**src/rtl/ram_sdp_sync_if.sv**
```systemverilog
// Bus bundle for the simple dual-port RAM: write port, read port and status.
// Latency: none (wires only); read data timing is set by the RAM itself.
// Backpressure: none; busy tells the master that requests are being dropped.
interface ram_sdp_sync_if #(
  parameter int DATA_WIDTH    = 8,
  parameter int ADDRESS_WIDTH = 4
);
  localparam int BE_WIDTH = DATA_WIDTH / 8;

  logic                     cs;
  logic                     wr_en;
  logic [BE_WIDTH-1:0]      be;
  logic [ADDRESS_WIDTH-1:0] wr_addr;
  logic [DATA_WIDTH-1:0]    data_in;
  logic                     out_en;
  logic [ADDRESS_WIDTH-1:0] rd_addr;
  logic [DATA_WIDTH-1:0]    data_out;
  logic                     rd_valid;
  logic                     busy;

  // Requester side: drives accesses, observes read data and status
  modport master (
    output cs, wr_en, be, wr_addr, data_in, out_en, rd_addr,
    input  data_out, rd_valid, busy
  );

  // RAM side
  modport slave (
    input  cs, wr_en, be, wr_addr, data_in, out_en, rd_addr,
    output data_out, rd_valid, busy
  );
endinterface

```
**src/rtl/ram_sdp_sync.sv**
```systemverilog
// Simple dual-port synchronous RAM with byte enables and a post-reset zeroing sweep.
// Latency: read data and rd_valid appear READ_LATENCY (1 or 2) cycles after the accept edge.
// Backpressure: none; accesses presented while busy (clear sweep) are silently dropped.
module ram_sdp_sync #(
  parameter int DATA_WIDTH     = 8,
  parameter int ADDRESS_WIDTH  = 4,
  parameter int READ_LATENCY   = 1,
  parameter int RDW_MODE       = 0,
  parameter int CLEAR_ON_RESET = 1
) (
  input logic           clk,
  input logic           rst_n,
  ram_sdp_sync_if.slave bus
);

  localparam int DEPTH = 2 ** ADDRESS_WIDTH;
  localparam int LANES = DATA_WIDTH / 8;
  // Only 1 and 2 are meaningful; anything larger is treated as 2.
  localparam int RL    = (READ_LATENCY >= 2) ? 2 : 1;

  localparam logic [ADDRESS_WIDTH-1:0] LAST_ADDR = '1;
  localparam logic [ADDRESS_WIDTH-1:0] ADDR_ONE  = ADDRESS_WIDTH'(1);

  typedef enum logic {
    ST_CLEAR = 1'b0,
    ST_READY = 1'b1
  } state_t;

  localparam state_t RST_STATE = (CLEAR_ON_RESET != 0) ? ST_CLEAR : ST_READY;

  state_t                   r_state;
  state_t                   w_state_nxt;
  logic [ADDRESS_WIDTH-1:0] r_sweep_cnt;
  logic [DATA_WIDTH-1:0]    r_mem [DEPTH];

  logic                     w_busy;
  logic                     w_wr_acc;
  logic                     w_rd_acc;
  logic                     w_same_addr;
  logic [DATA_WIDTH-1:0]    w_rd_word;

  // Read pipeline: stage RL-1 is the output register
  logic [RL-1:0]                 r_rd_vld;
  logic [RL-1:0][DATA_WIDTH-1:0] r_rd_dat;

  assign w_busy      = (r_state == ST_CLEAR);
  assign w_wr_acc    = bus.cs & bus.wr_en  & ~w_busy;
  assign w_rd_acc    = bus.cs & bus.out_en & ~w_busy;
  assign w_same_addr = (bus.wr_addr == bus.rd_addr);

  // State register; reset lands in CLEAR so the sweep restarts after every reset
  always_ff @(posedge clk or negedge rst_n) begin
    if (!rst_n) begin
      r_state <= RST_STATE;
    end else begin
      r_state <= w_state_nxt;
    end
  end

  // Next state: leave CLEAR once the last address has been zeroed
  always_comb begin
    w_state_nxt = r_state;
    case (r_state)
      ST_CLEAR: begin
        if (r_sweep_cnt == LAST_ADDR) begin
          w_state_nxt = ST_READY;
        end
      end
      ST_READY: w_state_nxt = ST_READY;
      default:  w_state_nxt = RST_STATE;
    endcase
  end

  // Sweep address: advances once per CLEAR cycle and parks at the last address;
  // only reset brings it back to 0
  always_ff @(posedge clk or negedge rst_n) begin
    if (!rst_n) begin
      r_sweep_cnt <= '0;
    end else if (w_busy && (r_sweep_cnt != LAST_ADDR)) begin
      r_sweep_cnt <= r_sweep_cnt + ADDR_ONE;
    end
  end

  // Storage: the sweep has priority over user writes (which are dropped while busy);
  // contents are deliberately not reset so the array maps onto plain RAM
  always_ff @(posedge clk) begin
    if (w_busy) begin
      r_mem[r_sweep_cnt] <= '0;
    end else if (w_wr_acc) begin
      for (int i = 0; i < LANES; i++) begin
        if (bus.be[i]) begin
          r_mem[bus.wr_addr][8*i +: 8] <= bus.data_in[8*i +: 8];
        end
      end
    end
  end

  // Read word: the array already gives old data on a collision; write-first mode
  // overlays the enabled lanes of the incoming write
  always_comb begin
    w_rd_word = r_mem[bus.rd_addr];
    if ((RDW_MODE != 0) && w_wr_acc && w_same_addr) begin
      for (int i = 0; i < LANES; i++) begin
        if (bus.be[i]) begin
          w_rd_word[8*i +: 8] = bus.data_in[8*i +: 8];
        end
      end
    end
  end

  // Read pipeline: valid bits always shift, data stages load only behind a valid
  // so the output register holds the last completed read
  always_ff @(posedge clk or negedge rst_n) begin
    if (!rst_n) begin
      r_rd_vld <= '0;
      r_rd_dat <= '0;
    end else begin
      r_rd_vld[0] <= w_rd_acc;
      if (w_rd_acc) begin
        r_rd_dat[0] <= w_rd_word;
      end
      for (int k = 1; k < RL; k++) begin
        r_rd_vld[k] <= r_rd_vld[k-1];
        if (r_rd_vld[k-1]) begin
          r_rd_dat[k] <= r_rd_dat[k-1];
        end
      end
    end
  end

  assign bus.data_out = r_rd_dat[RL-1];
  assign bus.rd_valid = r_rd_vld[RL-1];
  assign bus.busy     = w_busy;

endmodule

```
**src/flat_wrapper.sv**
```systemverilog
// flat-port wrapper written by rule: the top's interface ports become plain ports
module ram_sdp_sync_flat 
#(
  parameter int DATA_WIDTH     = 8,
  parameter int ADDRESS_WIDTH  = 4,
  parameter int READ_LATENCY   = 1,
  parameter int RDW_MODE       = 0,
  parameter int CLEAR_ON_RESET = 1
)
  (clk, rst_n, bus_cs, bus_wr_en, bus_be, bus_wr_addr, bus_data_in, bus_out_en, bus_rd_addr, bus_data_out, bus_rd_valid, bus_busy);
  ram_sdp_sync_if #(.DATA_WIDTH(DATA_WIDTH), .ADDRESS_WIDTH(ADDRESS_WIDTH)) bus_i ();
  input logic clk;
  input logic rst_n;
  input wire logic [$bits(bus_i.cs)-1:0] bus_cs;
  input wire logic [$bits(bus_i.wr_en)-1:0] bus_wr_en;
  input wire logic [$bits(bus_i.be)-1:0] bus_be;
  input wire logic [$bits(bus_i.wr_addr)-1:0] bus_wr_addr;
  input wire logic [$bits(bus_i.data_in)-1:0] bus_data_in;
  input wire logic [$bits(bus_i.out_en)-1:0] bus_out_en;
  input wire logic [$bits(bus_i.rd_addr)-1:0] bus_rd_addr;
  output wire logic [$bits(bus_i.data_out)-1:0] bus_data_out;
  output wire logic [$bits(bus_i.rd_valid)-1:0] bus_rd_valid;
  output wire logic [$bits(bus_i.busy)-1:0] bus_busy;
  assign bus_i.cs = bus_cs;
  assign bus_i.wr_en = bus_wr_en;
  assign bus_i.be = bus_be;
  assign bus_i.wr_addr = bus_wr_addr;
  assign bus_i.data_in = bus_data_in;
  assign bus_i.out_en = bus_out_en;
  assign bus_i.rd_addr = bus_rd_addr;
  assign bus_data_out = bus_i.data_out;
  assign bus_rd_valid = bus_i.rd_valid;
  assign bus_busy = bus_i.busy;
  ram_sdp_sync #(.DATA_WIDTH(DATA_WIDTH), .ADDRESS_WIDTH(ADDRESS_WIDTH), .READ_LATENCY(READ_LATENCY), .RDW_MODE(RDW_MODE), .CLEAR_ON_RESET(CLEAR_ON_RESET)) u_core (.clk(clk), .rst_n(rst_n), .bus(bus_i));
endmodule
```
**config.mk**
```make
export PLATFORM = sky130hd
export DESIGN_NAME = ram_sdp_sync_flat
export DESIGN_NICKNAME = d
export VERILOG_FILES = /design/src/rtl/ram_sdp_sync_if.sv /design/src/rtl/ram_sdp_sync.sv /design/src/flat_wrapper.sv
export SDC_FILE = /design/constraint.sdc
export NUM_CORES = 1
export LEC_CHECK = 0
export ABC_AREA = 1
export CELL_PAD_IN_SITES_DETAIL_PLACEMENT = 1
export CELL_PAD_IN_SITES_GLOBAL_PLACEMENT = 2
export CORE_MARGIN = 1.5
export CORE_UTILIZATION = 43
export DETAILED_ROUTE_END_ITERATION = 10
export HOLD_SLACK_MARGIN = 0.08
export PLACE_DENSITY_LB_ADDON = 0.1
export SYNTH_ARGS = -nofsm -noshare
export SYNTH_HDL_FRONTEND = slang
export SYNTH_SLANG_ARGS = --single-unit
```
**constraint.sdc**
```tcl
create_clock -name clk -period 6.2 [get_ports clk]
set_clock_uncertainty 0.1 [all_clocks]
set_input_delay 0.62 -clock clk [delete_from_list [all_inputs] [get_ports clk]]
set_output_delay 0.62 -clock clk [all_outputs]
set_load 0.1 [all_outputs]
```
==> flow_summary.ini, run 1 <==
[global_route]
grt_pass1_wl_um = 24000
grt_use_total = 0.232
antenna_found_initial = 0
grt_overflow = 0
grt_max_degree = 66
first_global_vias = 4189

[logic_synthesis]
post-synth-top-count-cell = nand2_1
synth_ff_type = edfxtp_1
ys_async_sr_fraction = 0.0986
yosys.area.top_type_share = 0.656
synth_commonest_cells = nand2_1 (204), edfxtp_1 (128), nand3_1 (102), nor2_1 (24), inv_1 (20)
synthDistinctLibCells = 20
ys_ff_latch = 142
synth_edf_count = 128
avgSynthCellArea_sq_um = 11.0
synth-warning-count = 0
yosysSeqAreaShare = 0.716
synth_top_area_cell = edfxtp_1
synth_area_sq_mm = 0.00586
syn_inst = 534
synth_area_leaders = edfxtp_1 (66%), nand2_1 (13%), nand3_1 (8.7%)
synth_nets = 557

[timing]
hold_violations = 0
rsz0062_at_grt = false
fmax_mhz = 354
fin_crit_ns = 2.83
max_slew_margin = 0.216
maxSlewViolCount = 0
worst_slack_ns = 3.37
fin_setup_tns_ns = 0
period_share = 0.456
setup_viol = 0
tightest_slew_ns = 1.17

[place]
dp_slack_ns = 2.89
port-buffer-count = 31
place.detailed.hpwl_um = 9550
postPlaceCellArea_sq_mm = 0.00633
gp_congestion = 0.750

[finish]
nets = 590
n_fill_cell = 1449
area_growth_pct = 17.1
layout-drive-gt1-share = 0.0709
final_area_sq_mm = 0.00686
insertedDiodeCount = 0

[routing]
totalWireLength_um = 15200
viasPerCell = 5.20
ant_nets = 0
firstDrtPassIters = 4
drtIter0Drc = 290
vias = 3919
routedWlPerCell_um = 20.1
drc = 0

[clock_network]
htree_levels = 4
cts.hold.buffers_added = 0
cts_root_buf = clkbuf_16
cts-buffers-inserted = 17
numClockSinks = 142
clk_path_buf_depth = 2
post_cts_resized = 0
cts_setup_buffers = 0
worst_skew_pair.late_latency_ns = 0.43
cts_tree = built
clkTransAtPathRegs_ns = 0.05

[floorplanning]
std_cell_rows = 42
initial_core_util = 0.441
fp.dieH_um = 120
core_sq_mm = 0.0133
die_w_um = 120
die-area_sq_mm = 0.0143
pin_count = 32

[worst_setup_path]
cp_max_fo = 33
crit_type = input port to register
worstPathArrival_ns = 3.04
crit_required_ns = 6.41
worstSetupEndpointType = register
reg2reg_slack_ns = 3.75
startpoint_type = input port

[run_status]
outcome = complete, no violations

[power]
leakage_uw = 0.00277
peakVddDrop_v = 0.000197
power_density_mw_per_mm2 = 313

[min_path]
hp-class = register to register

[flow_run]
max_cap_violations = 0
[power breakdown]
part | total (uW) | switching, uW | internal [uW] | leakage (uW)
Combinational | 176 | 131 | 45.1 | 0.000936
Sequential | 1050 | 4.58 | 1050 | 0.00158
Clock | 919 | 381 | 539 | 0.000248
[flip-flops by register name, indices dropped and copies added, names as in the netlist]
| register | flops |
|---|---|
| u_core.r_mem | 128 |
| u_core.bus.data_out | 8 |
| u_core.r_sweep_cnt | 4 |
| u_core.bus.rd_valid | 1 |
| u_core.r_state | 1 |
[layer usage]
metal / global-route usage / vias up / routed length (um)
li1: - / 1873 / -
met1: 0.296 / 1952 / 6630
met3: 0.0480 / 22 / 550
met4: 0.101 / 0 / 386
met2: 0.386 / 72 / 7620
met5: 0 / - / 0
[critical path, stage by stage]
cell and delay [ns]:
clkdlybuf4s50_1 0.40, buf_4 0.27, inv_1 0.90, nand3_1 0.18, nand3_1 0.25, nand2_1 0.15
nand2_1 0.08, nand2_1 0.06, nand2_1 0.05, nand2_1 0.05
[stage by stage]
step / hold WS [ns] / utilization / total power, uW / std cells
2_1_floorplan: 0.224 / - / 1190 / 534
3_3_place_gp: 0.364 / 0.476 / 1250 / 724
3_5_place_dp: 0.365 / 0.476 / 1250 / 724
4_1_cts: 0.381 / 0.516 / 2160 / 754
5_1_grt: 0.396 / 0.516 / 2210 / 754
6_report: 0.378 / 0.516 / 2150 / 754
[worst paths after layout]
check,startpoint,endpoint,depth (start not counted)
worst min-delay path,u_core.bus.data_out[1],u_core.bus.data_out[1],2
min in group asynchronous,rst_n,u_core.bus.rd_valid,1
max in group asynchronous,rst_n,u_core.r_state,1
worst max-delay path,bus_rd_addr[1],u_core.bus.data_out[6],10
worst max register to register,u_core.r_state,u_core.r_mem[4][2],7
worst min register to register,u_core.bus.data_out[1],u_core.bus.data_out[1],2
[logic make-up (layout without fill, tap and decap cells)]
kind of cell | after synthesis | count (layout) | synth area share
fa+ha+maj | 1 | 1 | 0.00213
buf+inv | 48 | 92 | 0.0333
compound gates | 4 | 4 | 0.00406
xor+xnor | 3 | 3 | 0.00448
simple gates | 336 | 336 | 0.240
flops | 142 | 142 | 0.716
[final cells by class]
class | count | area [sq um] | share of cell area
tap | 176 | 220 | 0.0321
timing repair buffer | 38 | 358 | 0.0522
inverter | 24 | 90.1 | 0.0131
clock inverter | 13 | 103 | 0.0150
clock buffer | 17 | 425 | 0.0620
multi-input combinational | 344 | 1470 | 0.214
sequential | 142 | 4190 | 0.611
[layout by cell type, fill, tap and decap left out]
cell             count
o21ai_2              1
edfxtp_1           128
dfrtp_1             14
ha_1                 1
clkinv_1             6
xnor2_1              2
nand2_1            204
nand4_1              1
or2_0                1
clkinvlp_4           3
clkdlybuf4s50_1     30
o21ai_0              3
nor2_4               1
nand2_2              3
buf_4                7
inv_2                3
clkbuf_16           17
nor2_1              24
clkinv_4             3
buf_2                1
nand3_1            102
bufinv_16            1
clkinv_2             1
xor2_1               1
inv_1               20
No activity file was read; power rests on OpenSTA's default activity.
==> run 2: changes to the inputs <==
--- a/config.mk
+++ b/config.mk
@@ -9,7 +9,7 @@
 export CELL_PAD_IN_SITES_DETAIL_PLACEMENT = 1
 export CELL_PAD_IN_SITES_GLOBAL_PLACEMENT = 2
 export CORE_MARGIN = 1.5
-export CORE_UTILIZATION = 43
+export CORE_UTILIZATION = 36
 export DETAILED_ROUTE_END_ITERATION = 10
 export HOLD_SLACK_MARGIN = 0.08
 export PLACE_DENSITY_LB_ADDON = 0.1
==> constraint.sdc (replaced) <==
create_clock -name clk -period 2.43 [get_ports clk]
set_clock_uncertainty 0.1 [all_clocks]
set_input_delay 0.243 -clock clk [delete_from_list [all_inputs] [get_ports clk]]
set_output_delay 0.243 -clock clk [all_outputs]
set_load 0.1 [all_outputs]
==> run 2 against run 1 <==
Effect of this change: first-iteration DRC count grew 17%; largest power group unchanged; utilization shrank 6.4 points; critical endpoint is now u_core.r_mem[9][6]; clock power grew to 2.7 times the previous value.
==> flow_summary.ini, run 2 (synthesis gave the netlist of run 1 again) <==
[run_status]
outcome = complete, no violations

[finish]
layout-drive-gt1-share = 0.141
most-common-layout-cells = nand2_1 (204), edfxtp_1 (128), nand3_1 (102)
final_common_cell = nand2_1
insertedDiodeCount = 0
largest_reg_flops = 128
fin_cells = 827
nets = 621
regMostFlops = u_core.r_mem
area_growth_pct = 22.5

[worst_setup_path]
critPathLaunch = u_core.r_state
r2r-start = u_core.r_state
startpoint_type = register
ff2ff_path_depth = 5
crit_required_ns = 2.37
worstSetupEndpointType = register
critical_path.slowest_cell = nor2_1
crit_end = u_core.r_mem[9][6]
path_cells = nand2_2 > nor2_4 > o21ai_0 > nand3_1 > nor2_1
crit_type = register to register
reg2reg_slack_ns = 0.18
cp_max_fo = 8
r2r_end = u_core.r_mem[9][6]
critical-path-max-stage-delay_ns = 0.64
worstPathArrival_ns = 2.20

[power]
peakVddDrop_v = 0.000496
pwr-share-seq = 0.473
combinationalPowerShare = 0.082
p_total_uw = 5670
switching_share = 0.242
power_density_mw_per_mm2 = 790
leakage_uw = 0.00296
p_sw_uw = 1370
p_int_uw = 4300
power.share.clock = 0.445

[floorplanning]
initial_core_util = 0.369
die-area_sq_mm = 0.0171
fp.dieH_um = 131
core_sq_mm = 0.0159
std_cell_rows = 46
die_w_um = 131
pin_count = 32

[place]
gp_congestion = 0.746
port-buffer-count = 31
placed_cells = 795
place.detailed.hpwl_um = 10700

[clock_network]
worst_skew_pair.late_latency_ns = 0.42
cts_root_buf = clkbuf_16
cts-buffers-inserted = 17
cts_setup_buffers = 0
clk_path_buf_depth = 2
clkTransAtPathRegs_ns = 0.06
cts_tree = built
cts.hold.buffers_added = 0
htree_levels = 4
numClockSinks = 142

[timing]
rsz0062_at_grt = false
max_slew_margin = 0.498
period_share = 0.926
fmax_mhz = 444
setup_viol = 0
fin_setup_tns_ns = 0
maxSlewViolCount = 0
fin_crit_ns = 2.25
hold_violations = 0
timing.hold.ws_ns = 0.135
tightest_slew_ns = 0.750

[routing]
drtIter0Drc = 338
routedWlPerCell_um = 19.4
ant_nets = 0
firstDrtPassIters = 5
viasPerCell = 4.88
totalWireLength_um = 16000
vias = 4039
drc = 0

[global_route]
grt_use_total = 0.210
antenna_found_initial = 0
grt_max_degree = 65
grt_pass1_wl_um = 25200
first_global_vias = 4286
grt_overflow = 0

[min_path]
hp-class = input port to async pin

[flow_run]
max_cap_violations = 0
run 2: cell count changes in the layout (fill, tap and decap cells not counted), sizes merged:
cell           change
inv                +2
bufinv             +1
clkinv             -1
buf               +41
clkdlybuf4s50     -10
run 2: how the worst min path moves through the flow:
stage / start / to / slack (ns) / depth (start not counted)
after floorplan: rst_n / u_core.bus.data_out[0] / -0.15 / 0
after global placement: u_core.bus.data_out[2] / u_core.bus.data_out[2] / 0.37 / 2
after detailed placement: u_core.bus.data_out[4] / u_core.bus.data_out[4] / 0.37 / 2
after CTS: rst_n / u_core.bus.data_out[1] / 0.16 / 1
after global routing: rst_n / u_core.bus.data_out[1] / 0.19 / 1
final: rst_n / u_core.bus.data_out[1] / 0.14 / 1
run 2: metal layers:
| metal | GRT usage | wire, um | up-vias |
|---|---|---|---|
| met4 | 0.0614 | 192 | 0 |
| met3 | 0.0501 | 548 | 13 |
| met5 | 0 | 0 | - |
| met2 | 0.348 | 8080 | 74 |
| met1 | 0.276 | 7230 | 2016 |
| li1 | - | - | 1936 |
run 2: cell type report:
type | instances | area (sq um)
Inverter | 24 | 90.1
Clock inverter | 15 | 146
Fill cell | 1717 | 8710
Clock buffer | 17 | 425
Multi-Input combinational cell | 344 | 1470
Sequential cell | 142 | 4190
Timing Repair Buffer | 69 | 578
Tap cell | 216 | 270
run 2: power groups by stage:
| stage | sequential, uW | combinational [uW] | clock [uW] |
|---|---|---|---|
| final | 2680 | 467 | 2520 |
| after global routing | 2680 | 508 | 2670 |
| after CTS | 2680 | 476 | 2580 |
| after detailed placement | 2730 | 474 | 0 |
| after global placement | 2730 | 471 | 0 |
| after floorplan | 2870 | 161 | 0 |
run 2: repair_timing:
item | in CTS | in global routing
setup endpoints to repair | 0 | 8
gates resized for setup | 0 | 1
hold endpoints to repair | 0 | 0
run 2: worst max-delay path: cells and delay by family (launching register included):
kind / cells / cell delay, ns
simple gates: 4 / 1.03
flops: 1 / 0.38
compound gates: 1 / 0.36
run 2: stage by stage:
step	worst slack (ns)	util	area [sq um]
3_3_place_gp	-0.0759	0.416	6600
4_1_cts	0.164	0.452	7180
5_1_grt	0.0377	0.452	7180
3_5_place_dp	-0.166	0.416	6600
6_report	0.179	0.452	7180
2_1_floorplan	0.467	-	5860
